## src/rtl/cu_pkg.sv

```systemverilog
// Shared encodings, state enum and control bundle for the multicycle control unit.
package cu_pkg;

  localparam logic [6:0] OPC_OP     = 7'b0110011;
  localparam logic [6:0] OPC_OP_IMM = 7'b0010011;
  localparam logic [6:0] OPC_BRANCH = 7'b1100011;
  localparam logic [6:0] OPC_LOAD   = 7'b0000011;
  localparam logic [6:0] OPC_STORE  = 7'b0100011;
  localparam logic [6:0] OPC_JAL    = 7'b1101111;
  localparam logic [6:0] OPC_JALR   = 7'b1100111;
  localparam logic [6:0] OPC_LUI    = 7'b0110111;
  localparam logic [6:0] OPC_AUIPC  = 7'b0010111;

  localparam logic [3:0] ALU_ADD  = 4'd0;
  localparam logic [3:0] ALU_SLL  = 4'd1;
  localparam logic [3:0] ALU_SUB  = 4'd2;
  localparam logic [3:0] ALU_SLT  = 4'd3;
  localparam logic [3:0] ALU_XOR  = 4'd4;
  localparam logic [3:0] ALU_SRL  = 4'd5;
  localparam logic [3:0] ALU_OR   = 4'd6;
  localparam logic [3:0] ALU_AND  = 4'd7;
  localparam logic [3:0] ALU_SLTU = 4'd8;
  localparam logic [3:0] ALU_SRA  = 4'd13;

  localparam logic [2:0] IMM_I = 3'd0;
  localparam logic [2:0] IMM_S = 3'd1;
  localparam logic [2:0] IMM_B = 3'd2;
  localparam logic [2:0] IMM_U = 3'd3;
  localparam logic [2:0] IMM_J = 3'd4;

  localparam logic [1:0] WB_ALU = 2'd0;
  localparam logic [1:0] WB_MEM = 2'd1;
  localparam logic [1:0] WB_PC4 = 2'd2;

  typedef enum logic [2:0] {
    FETCH  = 3'd0,
    DECODE = 3'd1,
    EXEC   = 3'd2,
    MEM    = 3'd3,
    WB     = 3'd4,
    TRAP   = 3'd5
  } state_e;

  // Everything the FSM needs to remember about the instruction after DECODE.
  typedef struct packed {
    logic [3:0] alu_op;
    logic [2:0] imm_sel;
    logic       a_sel;
    logic       b_sel;
    logic       br_un;
    logic [1:0] wb_sel;
    logic       is_branch;
    logic       is_load;
    logic       is_store;
    logic       is_jump;
    logic [2:0] funct3;
  } ctrl_t;

  // Shared func3 -> ALU op map for the register and immediate ALU groups.
  function automatic logic [3:0] alu_base(input logic [2:0] f3);
    logic [3:0] op;
    case (f3)
      3'd0:    op = ALU_ADD;
      3'd1:    op = ALU_SLL;
      3'd2:    op = ALU_SLT;
      3'd3:    op = ALU_SLTU;
      3'd4:    op = ALU_XOR;
      3'd5:    op = ALU_SRL;
      3'd6:    op = ALU_OR;
      default: op = ALU_AND;
    endcase
    return op;
  endfunction

  // Branch resolution; BrLT already carries the signed/unsigned choice via BrUn.
  function automatic logic branch_taken(input logic [2:0] f3, input logic br_eq,
                                        input logic br_lt);
    logic t;
    case (f3)
      3'b000:         t = br_eq;
      3'b001:         t = !br_eq;
      3'b100, 3'b110: t = br_lt;
      3'b101, 3'b111: t = !br_lt;
      default:        t = 1'b0;
    endcase
    return t;
  endfunction

endpackage

```

## src/rtl/control_decoder.sv

```systemverilog
// Combinational RV32I decoder: instruction word -> control bundle plus illegal flag.
module control_decoder
  import cu_pkg::*;
#(
  parameter int unsigned HAS_MEM = 1
) (
  input  logic [31:0] instr_i,
  output ctrl_t       ctrl_o,
  output logic        illegal_o
);

  logic [6:0] opcode;
  logic [2:0] f3;
  logic [6:0] f7;
  logic       unused_instr_bits;

  assign opcode            = instr_i[6:0];
  assign f3                = instr_i[14:12];
  assign f7                = instr_i[31:25];
  assign unused_instr_bits = ^{instr_i[24:15], instr_i[11:7]};

  // Decode opcode/func3/func7 into datapath selects; anything unlisted is illegal.
  always_comb begin
    ctrl_o        = '0;
    ctrl_o.funct3 = f3;
    illegal_o     = 1'b0;
    case (opcode)
      OPC_OP: begin
        if (f7 == 7'h00)                     ctrl_o.alu_op = alu_base(f3);
        else if (f7 == 7'h20 && f3 == 3'd0) ctrl_o.alu_op = ALU_SUB;
        else if (f7 == 7'h20 && f3 == 3'd5) ctrl_o.alu_op = ALU_SRA;
        else                                 illegal_o = 1'b1;
      end
      OPC_OP_IMM: begin
        ctrl_o.b_sel = 1'b1;
        ctrl_o.alu_op = alu_base(f3);
        if (f3 == 3'd1 && f7 != 7'h00) illegal_o = 1'b1;
        if (f3 == 3'd5) begin
          if (f7 == 7'h20)      ctrl_o.alu_op = ALU_SRA;
          else if (f7 != 7'h00) illegal_o = 1'b1;
        end
      end
      OPC_LOAD: begin
        ctrl_o.is_load = 1'b1;
        ctrl_o.b_sel   = 1'b1;
        ctrl_o.wb_sel  = WB_MEM;
        if (HAS_MEM == 0 || f3 == 3'd3 || f3 == 3'd6 || f3 == 3'd7) illegal_o = 1'b1;
      end
      OPC_STORE: begin
        ctrl_o.is_store = 1'b1;
        ctrl_o.b_sel    = 1'b1;
        ctrl_o.imm_sel  = IMM_S;
        if (HAS_MEM == 0 || f3 > 3'd2) illegal_o = 1'b1;
      end
      OPC_BRANCH: begin
        ctrl_o.is_branch = 1'b1;
        ctrl_o.a_sel     = 1'b1;
        ctrl_o.b_sel     = 1'b1;
        ctrl_o.imm_sel   = IMM_B;
        ctrl_o.br_un     = f3[1];
        if (f3 == 3'd2 || f3 == 3'd3) illegal_o = 1'b1;
      end
      OPC_JAL: begin
        ctrl_o.is_jump = 1'b1;
        ctrl_o.a_sel   = 1'b1;
        ctrl_o.b_sel   = 1'b1;
        ctrl_o.imm_sel = IMM_J;
        ctrl_o.wb_sel  = WB_PC4;
      end
      OPC_JALR: begin
        ctrl_o.is_jump = 1'b1;
        ctrl_o.b_sel   = 1'b1;
        ctrl_o.wb_sel  = WB_PC4;
        if (f3 != 3'd0) illegal_o = 1'b1;
      end
      OPC_LUI: begin
        ctrl_o.b_sel   = 1'b1;
        ctrl_o.imm_sel = IMM_U;
      end
      OPC_AUIPC: begin
        ctrl_o.a_sel   = 1'b1;
        ctrl_o.b_sel   = 1'b1;
        ctrl_o.imm_sel = IMM_U;
      end
      default: illegal_o = 1'b1;
    endcase
  end

endmodule

```

## src/rtl/multicycle_control_unit.sv

```systemverilog
// Multicycle RV32I control FSM: sequencing, registered selects, branch resolution,
// data-memory handshake with timeout.
//
//   state  | meaning
//   FETCH  | idle, waiting for instr_valid; pulses ir_load on capture
//   DECODE | decode IR, register selects, trap on illegal encodings
//   EXEC   | ALU step; branches resolve and retire here
//   MEM    | hold mem_req until mem_ready or timeout
//   WB     | regfile write and PC update
//   TRAP   | sticky fault, left only by reset
module multicycle_control_unit
  import cu_pkg::*;
#(
  parameter int unsigned ALUOP_W     = 4,
  parameter int unsigned MEM_TIMEOUT = 16,
  parameter int unsigned HAS_MEM     = 1
) (
  input  logic               clock_i,
  input  logic               reset_i,
  input  logic               instr_valid_i,
  input  logic [31:0]        Instruction_i,
  input  logic               BrEq_i,
  input  logic               BrLT_i,
  input  logic               mem_ready_i,
  output logic [ALUOP_W-1:0] ALUop_o,
  output logic [2:0]         ImmSel_o,
  output logic               ASel_o,
  output logic               BSel_o,
  output logic               BrUn_o,
  output logic [1:0]         WBSel_o,
  output logic               wEn_o,
  output logic               MemRW_o,
  output logic               mem_req_o,
  output logic               ir_load_o,
  output logic               pc_wen_o,
  output logic               PCSel_o,
  output logic               busy_o,
  output logic               trap_o
);

  localparam int unsigned CNT_W = $clog2(MEM_TIMEOUT);
  localparam logic [CNT_W-1:0] CNT_LAST = CNT_W'(MEM_TIMEOUT - 1);

  state_e            state_q, state_d;
  ctrl_t             ctrl_q, ctrl_d;
  logic [CNT_W-1:0]  cnt_q, cnt_d;
  ctrl_t             dec_ctrl;
  logic              dec_illegal;
  logic              ir_load, pc_wen, pc_sel, wen, mem_req;

  control_decoder #(.HAS_MEM(HAS_MEM)) u_decoder (
    .instr_i   (Instruction_i),
    .ctrl_o    (dec_ctrl),
    .illegal_o (dec_illegal)
  );

  // State, decoded selects and MEM timeout counter; reset aborts anything in flight.
  always_ff @(posedge clock_i) begin
    if (reset_i) begin
      state_q <= FETCH;
      ctrl_q  <= '0;
      cnt_q   <= '0;
    end else begin
      state_q <= state_d;
      ctrl_q  <= ctrl_d;
      cnt_q   <= cnt_d;
    end
  end

  // Next-state and strobe logic; the counter only survives while staying in MEM.
  always_comb begin
    state_d = state_q;
    ctrl_d  = ctrl_q;
    cnt_d   = '0;
    ir_load = 1'b0;
    pc_wen  = 1'b0;
    pc_sel  = 1'b0;
    wen     = 1'b0;
    mem_req = 1'b0;
    case (state_q)
      FETCH: begin
        if (instr_valid_i) begin
          ir_load = 1'b1;
          state_d = DECODE;
        end
      end
      DECODE: begin
        if (dec_illegal) begin
          state_d = TRAP;
        end else begin
          ctrl_d  = dec_ctrl;
          state_d = EXEC;
        end
      end
      EXEC: begin
        if (ctrl_q.is_branch) begin
          pc_wen  = 1'b1;
          pc_sel  = branch_taken(ctrl_q.funct3, BrEq_i, BrLT_i);
          state_d = FETCH;
        end else if (ctrl_q.is_load || ctrl_q.is_store) begin
          state_d = MEM;
        end else begin
          state_d = WB;
        end
      end
      MEM: begin
        mem_req = 1'b1;
        if (mem_ready_i) begin
          if (ctrl_q.is_store) begin
            pc_wen  = 1'b1;
            state_d = FETCH;
          end else begin
            state_d = WB;
          end
        end else if (cnt_q == CNT_LAST) begin
          state_d = TRAP;
        end else begin
          cnt_d = cnt_q + 1'b1;
        end
      end
      WB: begin
        wen     = 1'b1;
        pc_wen  = 1'b1;
        pc_sel  = ctrl_q.is_jump;
        state_d = FETCH;
      end
      TRAP: state_d = TRAP;
      default: state_d = FETCH;
    endcase
  end

  assign ALUop_o   = ALUOP_W'(ctrl_q.alu_op);
  assign ImmSel_o  = ctrl_q.imm_sel;
  assign ASel_o    = ctrl_q.a_sel;
  assign BSel_o    = ctrl_q.b_sel;
  assign BrUn_o    = ctrl_q.br_un;
  assign WBSel_o   = ctrl_q.wb_sel;
  assign wEn_o     = wen;
  assign MemRW_o   = mem_req & ctrl_q.is_store;
  assign mem_req_o = mem_req;
  assign ir_load_o = ir_load;
  assign pc_wen_o  = pc_wen;
  assign PCSel_o   = pc_sel;
  assign busy_o    = (state_q != FETCH);
  assign trap_o    = (state_q == TRAP);

endmodule
```

## config.mk

```make
export PLATFORM = sky130hd
export DESIGN_NAME = multicycle_control_unit
export DESIGN_NICKNAME = d
export VERILOG_FILES = /design/src/rtl/cu_pkg.sv /design/src/rtl/control_decoder.sv /design/src/rtl/multicycle_control_unit.sv
export SDC_FILE = /design/constraint.sdc
export NUM_CORES = 1
export LEC_CHECK = 0
export ABC_AREA = 1
export CORE_AREA = 2 2 63 65
export DETAILED_ROUTE_END_ITERATION = 10
export DIE_AREA = 0 0 65 67
export PLACE_DENSITY = 0.79
export SKIP_CTS_REPAIR_TIMING = 1
export SLEW_MARGIN = 20
export SYNTH_ARGS = -nofsm -noshare
export SYNTH_HDL_FRONTEND = slang
export SYNTH_SLANG_ARGS = --single-unit
```

## constraint.sdc

```tcl
create_clock -name clock_i -period 1.98 [get_ports clock_i]
set_clock_uncertainty 0.2 [all_clocks]
set_input_delay 0.396 -clock clock_i [delete_from_list [all_inputs] [get_ports clock_i]]
set_output_delay 0.396 -clock clock_i [all_outputs]
set_load 0.05 [all_outputs]
```

==> results.txt <==
The cell-internal power is 806 µW. The Yosys step of the flow raised 0 warnings. The number of enable flip-flop cells after synthesis is 0, and the area share of xor/xnor cells in the synthesized design is 0.546%. Synthesis instantiated 28 different standard cells from the library.

For the netlist area before placement, the log shows 1610 µm². Summing all non-filler instances in the final layout gives an area of 2660 µm². TritonCTS built the clock tree. The clock tree root driver cell is clkbuf_8. The post-route netlist has 35.2% of its cells at a drive strength greater than 1.

The clock latency reported for the late side of the worst-skew pair is 260 ps, and the average routed wire per standard cell is 12.0 µm. Maximum fanout encountered on the critical timing path: 5. The async set-or-reset flop fraction in the synthesized netlist is 0%, and the slew of the pin with the lowest slew margin is 485 ps.

The endpoint class of the critical path is an output port. In this run the core area contains 22 standard-cell rows. The checks that failed: setup timing. Global routing usage on met3: 1.35%. Global routing used 36.5% of the available met2 tracks.

The routed wire length came out at 4530 µm. Summed over all cells, the static leakage comes to 1.35 nW. Net switching is 31.1% of the power.

Across every metal layer, demand over resource in global routing totals 18.5%. The detail route stage leaves a number of antenna-violating nets equal to 0. Most repeated cell in the gate-level netlist after synthesis: nand2_1. The tools report the kind of start point of the critical path as a flop. Synthesis produced a netlist whose cell count is 259. The fraction of the mapped netlist area in compound gates is 14.0%, and the initial standard-cell utilization of the core is 44.5%. The critical path is of the flop to output port type.

Clock-pin slew was measured on the worst setup and hold paths at 80 ps. For this design the top-level I/O count stands at 58. Summed over all instances, the cell type with the most area after synthesis is dfxtp_1.

The simple-gate area share of the yosys netlist is 37.1%, and the post-route minimum period is 2010 ps. The worst IR drop on VDD is 0.287 mV. The max-capacitance violation count came out at 0. For this block, the initial DRC count from the detailed router was 58. Registers are responsible for 45.3% of the overall power. After legalization and detailed placement, the total HPWL measured 3060 µm.

The flow ran to the end, but the final reports show violations. The logs give 31.2% for the sequential cell area fraction in the yosys report and 0 for the number of pins with negative max-slew slack in the final report. The routing layer with the top usage in global route was met2.

The final-report setup violation count is 1, and the vertical extent of the die is 67 µm. The share of total power dissipated in combinational logic is 29.9%. The worst pin sits at a relative slew slack of 67.5%. The run gives 1 as the number of H-tree levels. The worst hold path begins at cnt_q[0]. The number of vias per cell is 5.02. After synthesis, the most frequently instantiated cells are 55 x nand2_1, 39 x inv_1, 35 x nor2_1, 25 x dfxtp_1, 20 x a21oi_1. Length of the first detailed-routing pass in iterations: 4. The min-delay analysis places its worst path in the category flop to flop. For met1 alone, demand over resource in global routing was 20.8%. After detailed routing, the number of remaining DRC violations is 0. The startpoint identified for the worst register-to-register timing path is state_q[1]. For the worst setup path, the data required time is 1380 ps. Of the total power, the clock network draws 24.9%. Of the total synthesized cell area, the portion taken by full adders, half adders and majority gates is 0.779%. Global routing finished with a remaining overflow of 0. After synthesis, the largest family of logic cells by area is simple AND/OR/NAND/NOR gates.

The overall die width was 65 µm; the routability congestion estimate was 0.849. The maximum number of buffers from clock root to sink is 2. For this block, the via count after detailed routing is 1896. The arrival time at the worst endpoint was 1410 ps. Ranked by total cell area, the synthesized netlist is headed by dfxtp_1 31%, nand2_1 13%, inv_1 9.1%, nor2_1 8.2%, a21oi_1 6.2%. At the end of the flow the core is filled with cells to 73.9%.

Derived from the worst setup path, the maximum achievable clock frequency is 497 MHz. The logs give 0 for the number of antenna cells inserted and 25 for the number of sinks driven by the clock tree. The area enclosed by the die boundary came out at 4360 µm². Power spread over the standard cell area amounts to 439 nW/µm². Setup repair after global routing could not meet its margin everywhere. The number of buffers inserted by port buffering is 42. The worst path uses 102% of the clock period.

Summing all placed instances gives a cell area of 2320 µm². Most used flip-flop cell after synthesis: dfxtp_1. The mux cell area share after synthesis was 0%; the post-layout net count was 370. After floorplanning, the core was sized to cover 3610 µm². The final worst slack was -30.2 ps. Area growth from synthesis to final layout: 65.9%. The tools report the via count of the first global-routing pass as 1666. Buffers inserted during clock tree synthesis total 3. In this run the worst setup path begins at ctrl_q[0].

The initial antenna violation count was 0; the number of synthesized register bits was 25. The analysis attributes to net switching a power of 364 µW. Post-synthesis net count: 298. The maximum number of pins on one net before global-route repair is 17, and the hold violation count in the final report is 0.

The final total power came out at 1.17 mW. A synthesized cell averages 6.20 µm². The tools report the first-pass GRT wire length as 6490 µm. Of the post-synthesis cell area, the dominant cell type holds 31.2%.
[critical path, cell delays in order (launching register included)]
cell	delay (ps)
dfxtp_2	340
nand2_1	50
inv_1	40
nor4_2	220
o21ai_1	100
o21ai_1	130
buf_4	130
buf_12	120
[worst paths after layout]
kind                    to  slack (ps)  cells after the start
setup / recovery   PCSel_o         -30                      7
hold reg to reg   cnt_q[0]         260                      1
setup reg to reg    ASel_o         110                      7
hold / removal    cnt_q[0]         260                      1
[per-layer routing]
metal  vias up  routed length [µm]
met2        49                2520
met3         8                 167
li1        960                   -
met4         0                  66
met5         -                   0
met1       879                1780
[placed cells by master (no fill, tap or decap), drive strengths merged, types with 11 or more instances in the layout]
cell type / netlist / layout
nor2: 40 / 40
buf: 12 / 57
a21oi: 20 / 20
dlymetal6s2s: 0 / 19
nand3: 14 / 15
dfxtp: 25 / 25
o21ai: 18 / 18
inv: 44 / 44
nor3: 11 / 11
nand2: 57 / 57
[flip-flops by register name, indices dropped and copies added, names as in the netlist]
name      cells
ctrl_q        6
ALUop_o       4
cnt_q         4
ImmSel_o      3
state_q       3
WBSel_o       2
ASel_o        1
BSel_o        1
BrUn_o        1
[metrics by stage]
stage	instances	TNS, ps	setup slack [ps]	hold slack, ps
floorplan	259	-938	-466	218
global placement	371	-9680	-495	234
detailed placement	371	-11120	-579	244
CTS	375	-5580	-304	256
global route	378	-337	-161	279
finish	378	-30.2	-30.2	257
[final cells by class]
| type | count | area [µm²] |
|---|---|---|
| Tap cell | 48 | 60.1 |
| Timing Repair Buffer | 79 | 798 |
| Clock buffer | 4 | 45.0 |
| Inverter | 44 | 168 |
| Fill cell | 278 | 942 |
| Sequential cell | 25 | 510 |
| Multi-Input combinational cell | 178 | 1080 |
[kinds of logic after synthesis]
group | count (synthesis)
simple gates | 132
buf+inv | 57
compound gates | 43
flops | 25
xor+xnor | 1
fa+ha+maj | 1
[power groups by stage]
stage / sequential [mW] / combinational, mW / clock (mW)
floorplan: 0.540 / 0.157 / 0
global placement: 0.537 / 0.305 / 0
detailed placement: 0.538 / 0.310 / 0
CTS: 0.526 / 0.312 / 0.294
global route: 0.532 / 0.377 / 0.312
finish: 0.530 / 0.349 / 0.291
Power figures use the tool's default switching activity.
